==> config.mk <==
export PLATFORM = sky130hd
export DESIGN_NAME = store_monitor
export DESIGN_NICKNAME = d
export VERILOG_FILES = /design/src/rtl/store_monitor.sv
export SDC_FILE = /design/constraint.sdc
export NUM_CORES = 1
export LEC_CHECK = 0
export BUFFER_PORTS_ARGS = -buffer_cell sky130_fd_sc_hd__buf_2
export CAP_MARGIN = 15
export CORE_MARGIN = 8
export CORE_UTILIZATION = 47
export DETAILED_ROUTE_END_ITERATION = 8
export PLACE_DENSITY = 0.79
export REMOVE_ABC_BUFFERS = 1
export SLEW_MARGIN = 30
export SYNTH_ARGS = -nofsm -noshare
export SYNTH_HDL_FRONTEND = slang
export SYNTH_SLANG_ARGS = --single-unit
==> constraint.sdc <==
create_clock -name clk -period 2.5 [get_ports clk]
set_clock_uncertainty 0.15 [all_clocks]
set_input_delay 0.25 -clock clk [delete_from_list [all_inputs] [get_ports clk]]
set_output_delay 0.25 -clock clk [all_outputs]
set_load 0.005 [all_outputs]
==> src/rtl/store_monitor.sv <==
// store_monitor: pass/fail/timeout completion checker on the ARM store bus.
// Optional store trace FIFO enabled by defining STORE_MONITOR_TRACE_EN.
module store_monitor #(
  parameter logic [31:0] PASS_ADDR      = 32'd100,
  parameter logic [31:0] PASS_DATA      = 32'd7,
  parameter logic [31:0] IGNORE_ADDR    = 32'd96,
  parameter int          TIMEOUT_CYCLES = 1000,
  parameter int          CNT_W          = 16
) (
  input  logic             clk,
  input  logic             reset,
  input  logic             MemWrite,
  input  logic [31:0]      DataAdr,
  input  logic [31:0]      WriteData,
  output logic             done,
  output logic             pass,
  output logic             fail,
  output logic             timeout,
  output logic [CNT_W-1:0] cycle_count,
  output logic [7:0]       store_count,
  output logic [31:0]      last_adr,
  output logic [31:0]      last_data
`ifdef STORE_MONITOR_TRACE_EN
  ,
  input  logic             trace_rd,
  output logic [31:0]      trace_adr,
  output logic [31:0]      trace_data,
  output logic             trace_empty,
  output logic             trace_ovf
`endif
);

  typedef enum logic [1:0] {
    S_RUN,
    S_PASS,
    S_FAIL,
    S_TIMEOUT
  } state_t;

  localparam int TO_M1 =
    (TIMEOUT_CYCLES == 0) ? 0 : TIMEOUT_CYCLES - 1;
  localparam logic [CNT_W-1:0] TO_LAST = TO_M1[CNT_W-1:0];
  localparam logic [CNT_W-1:0] CNT_MAX = '1;

  state_t           r_state;
  logic             r_done;
  logic             r_pass;
  logic             r_fail;
  logic             r_timeout;
  logic [CNT_W-1:0] r_cc;
  logic [7:0]       r_sc;
  logic [31:0]      r_la;
  logic [31:0]      r_ld;

  logic [CNT_W-1:0] w_cc_nxt;
  logic [7:0]       w_sc_nxt;
  logic             w_pass_hit;
  logic             w_ign_hit;
  logic             w_to_hit;

  assign w_cc_nxt = (r_cc == CNT_MAX) ? r_cc : r_cc + 1'b1;
  assign w_sc_nxt = (r_sc == 8'hFF) ? r_sc : r_sc + 8'd1;
  assign w_pass_hit = (DataAdr == PASS_ADDR) &&
                      (WriteData == PASS_DATA);
  assign w_ign_hit = (DataAdr == IGNORE_ADDR);
  assign w_to_hit = (TIMEOUT_CYCLES != 0) && (r_cc == TO_LAST);

  // Run/terminal FSM; a store decision outranks a same-cycle timeout.
  always_ff @(posedge clk) begin
    if (!reset) begin
      r_state   <= S_RUN;
      r_done    <= 1'b0;
      r_pass    <= 1'b0;
      r_fail    <= 1'b0;
      r_timeout <= 1'b0;
      r_cc      <= '0;
      r_sc      <= '0;
      r_la      <= '0;
      r_ld      <= '0;
    end else if (r_state == S_RUN) begin
      if (MemWrite) begin
        r_cc <= w_cc_nxt;
        r_sc <= w_sc_nxt;
        r_la <= DataAdr;
        r_ld <= WriteData;
        if (w_pass_hit) begin
          r_state <= S_PASS;
          r_pass  <= 1'b1;
          r_done  <= 1'b1;
        end else if (!w_ign_hit) begin
          r_state <= S_FAIL;
          r_fail  <= 1'b1;
          r_done  <= 1'b1;
        end
      end else if (w_to_hit) begin
        r_state   <= S_TIMEOUT;
        r_timeout <= 1'b1;
        r_done    <= 1'b1;
      end else begin
        r_cc <= w_cc_nxt;
      end
    end
  end

  assign done        = r_done;
  assign pass        = r_pass;
  assign fail        = r_fail;
  assign timeout     = r_timeout;
  assign cycle_count = r_cc;
  assign store_count = r_sc;
  assign last_adr    = r_la;
  assign last_data   = r_ld;

`ifdef STORE_MONITOR_TRACE_EN
  logic [63:0] r_mem [8];
  logic [2:0]  r_wp;
  logic [2:0]  r_rp;
  logic [3:0]  r_cnt;
  logic        r_ovf;

  logic w_push;
  logic w_pop;
  logic w_empty;
  logic w_full;
  logic w_acc;

  assign w_push  = (r_state == S_RUN) && MemWrite;
  assign w_empty = (r_cnt == 4'd0);
  assign w_full  = (r_cnt == 4'd8);
  assign w_pop   = trace_rd && !w_empty;
  assign w_acc   = w_push && (!w_full || w_pop);

  // Trace pointers, occupancy and sticky overflow.
  always_ff @(posedge clk) begin
    if (!reset) begin
      r_wp  <= '0;
      r_rp  <= '0;
      r_cnt <= '0;
      r_ovf <= 1'b0;
    end else begin
      if (w_acc) r_wp <= r_wp + 3'd1;
      if (w_pop) r_rp <= r_rp + 3'd1;
      if (w_acc && !w_pop) r_cnt <= r_cnt + 4'd1;
      else if (!w_acc && w_pop) r_cnt <= r_cnt - 4'd1;
      if (w_push && !w_acc) r_ovf <= 1'b1;
    end
  end

  // Trace storage; stale contents are harmless once pointers reset.
  always_ff @(posedge clk) begin
    if (w_acc) r_mem[r_wp] <= {DataAdr, WriteData};
  end

  assign trace_adr   = r_mem[r_rp][63:32];
  assign trace_data  = r_mem[r_rp][31:0];
  assign trace_empty = w_empty;
  assign trace_ovf   = r_ovf;
`endif

endmodule

==> run metrics <==
outcome completed; most common cell in the netlist nand2_1; worst r2r src cycle_count[0]; Yosys warning count 0; maximum VDD drop ~0.3 mV; post-layout minimum cycle time 2.257 ns; Critical Path Fanout Max 14; post-layout util 0.6851; CTS buffer count 9; Final nets about 730; clock net sink count 94; PostCTS Resize Cnt 0; clock slew at reported path FFs around 0.10 ns; Root Driver clkbuf_8; Post-Syn Instances between 400 and 500; first-pass GRT wire length around 19000 µm; dpl hpwl approximately 8000 µm; clock buffer depth 2; Final GP Congestion around 0.85; GRT overflow 0; CTS tree done; pin count of the biggest net entering global routing 53; initial core utilization 0.4854; P_leak about 2.3 nW; Via Count about 4000; num rows 32; die width roughly 110 µm; H-tree depth 3; fin cells 771; Post-synth top cells nand2_1 (138), dfxtp_1 (94), a21oi_1 (76), clkbuf_1 (21), nor2_1 (20); Worst path depth 6; CP max stage delay approximately 0.59 ns; power per standard cell area between 500 and 600 nW/µm²; initial antenna violation count 2; crit path cell chain ha_1 -> nand3_2 -> nor4_4 -> a2111o_1 -> or4_1 -> a21oi_1; mean routed wirelength per cell 15.07 µm; startpoint types register; TritonRoute pass-1 iters 4; HP Class input pin to register; post-route clock period utilization 0.9026; r2r setup slk 0.24 ns; leading area contributor after synthesis dfxtp_1; Die Area around 11000 µm²; global-route usage over all layers 0.2028; number of global-route vias before repair approximately 3900; WP buf/inv 0; DRC 0; I/O pin cnt roughly 160; sequential fraction of the synthesis area 0.5017; Area Growth Syn to Fin 41.13%; share of the synthesized area in the top cell type 0.5017; Clock Latency Late Sink 0.34 ns; ys flop type dfxtp_1; Max Slew Vio Count 0; ranking of synthesized cells by area dfxtp_1 (50%), nand2_1 (14%), a21oi_1 (10%); dpl cells between 700 and 800; worst setup path endpoint cycle_count[12]; post-CTS setup buffer count 0; Critical path origin cycle_count[0]; syn avg cell area between 8 and 9 µm²; actual slew at the worst max-slew pin 0.6517 ns; Async SR Flop Fraction 0; Reg2Reg Depth 6; DR iter-0 viols 200; Crit Path Category register to register; synthesized area approximately 3800 µm²; ANT nets after route 0; core footprint 7727 µm²; share of cells above drive strength 1 0.2804; Filler cells 628; Worst setup EP type register; Vias/cell 5.210; unrepaired setup endpoints after global routing no; reg-to-reg critical path endpoint cycle_count[12]; final setup violating endpoints 0; Final Hold Fails 0; arrival time at the worst endpoint around 2.4 ns; slowest stage cell, crit path a2111o_1; Die Height roughly 110 µm; CTS Hold Bufs 45; Top Family by Delay on Critical Path compound AO/OA/AOI/OAI gates; final hold slack 0.002357 ns; worst rel slew slack 0.5640; maxcap violations 0; Yosys reg bits 94; Netlist cell types 42; critical path required time 2.62 ns; IO buf count ~160; Fmax ~440 MHz; EDFF count, synth 0; routed wire length approximately 12000 µm
[worst min-delay path: cells and delay by family]
family	cells	cell delay, ns
AO/OA/AOI/OAI	1	0.05
AND/OR/NAND/NOR	1	0.06
buffers and inverters	1	0.11
[cell type report]
class / instances / area, µm² / share of cell area
timing repair buffer: 209 / 1311 / 0.2477
sequential: 94 / 1882 / 0.3555
inverter: 6 / 22.52 / 0.004254
multi-input combinational: 342 / 1755 / 0.3316
clock inverter: 5 / 58.81 / 0.01111
clock buffer: 11 / 131.4 / 0.02482
antenna: 2 / 5.005 / 0.0009454
tap: 102 / 127.6 / 0.02411
[layout by cell type, fill, tap and decap left out, types with 5 or more instances in the layout]
master / n
buf_2: 158
nand2_1: 137
dfxtp_1: 94
a21oi_1: 76
dlygate4sd3_1: 45
nor2_1: 20
nor4_1: 14
nand3_1: 13
nand4_1: 9
nor3_1: 9
xnor2_1: 9
clkbuf_8: 9
or3_1: 6
inv_1: 5
[report_power, final]
part	internal, W	leakage [nW]	total, W	switching, W
registers	0.00158	0.768	0.00164	0.0000548
logic	0.000225	1.45	0.000481	0.000256
clock network	0.000466	0.0900	0.000983	0.000517
total	0.00228	2.31	0.00310	0.000828
[routing by layer]
| metal | track usage | vias to the layer above | share of wire |
|---|---|---|---|
| met4 | 0.08767 | 0 | 0.021 |
| li1 | - | 1998 | - |
| met5 | 0 | - | 0 |
| met1 | 0.2283 | 1867 | 0.41 |
| met2 | 0.3512 | 132 | 0.50 |
| met3 | 0.05603 | 20 | 0.069 |
[registers in the layout, indices dropped and copies added (netlist names)]
name	cells
done	1
fail	1
store_count	8
timeout	1
pass	1
last_data	32
last_adr	32
cycle_count	16
r_state	2
[cell families (layout without fill, tap and decap cells)]
family          count (synthesis)  in the layout  share of synthesized area
other cells                     0              2                          0
fa+ha+maj                       2              2                   0.006670
buf+inv                        29            231                    0.03236
compound gates                 97             97                     0.1388
mux                             1              1                   0.002669
simple gates                  230            230                     0.2899
xor+xnor                       12             12                    0.02802
flops                          94             94                     0.5017
[metrics by stage]
stage / setup WS [ns] / setup TNS, ns / power, W / instance area [µm²]
after floorplan: -2.952 / -150.14 / 0.001874 / 3652
after global placement: 0.3268 / 0 / 0.002083 / 4648
after detailed placement: 0.2660 / 0 / 0.002098 / 4648
after CTS: 0.2383 / 0 / 0.003131 / 5289
after global routing: 0.1015 / 0 / 0.003258 / 5294
final: 0.2434 / 0 / 0.003103 / 5294
[worst min path at each step]
stage	startpoint	end	slack, ns	depth (start not counted)
2_1_floorplan	reset	done	0.22	1
3_3_place_gp	last_data[25]	last_data[25]	0.29	2
3_5_place_dp	last_adr[26]	last_adr[26]	0.29	2
4_1_cts	WriteData[27]	last_data[27]	0.002	3
5_1_grt	WriteData[5]	last_data[5]	0.01	3
6_report	WriteData[30]	last_data[30]	0.002	3
No activity file was read; power rests on OpenSTA's default activity.
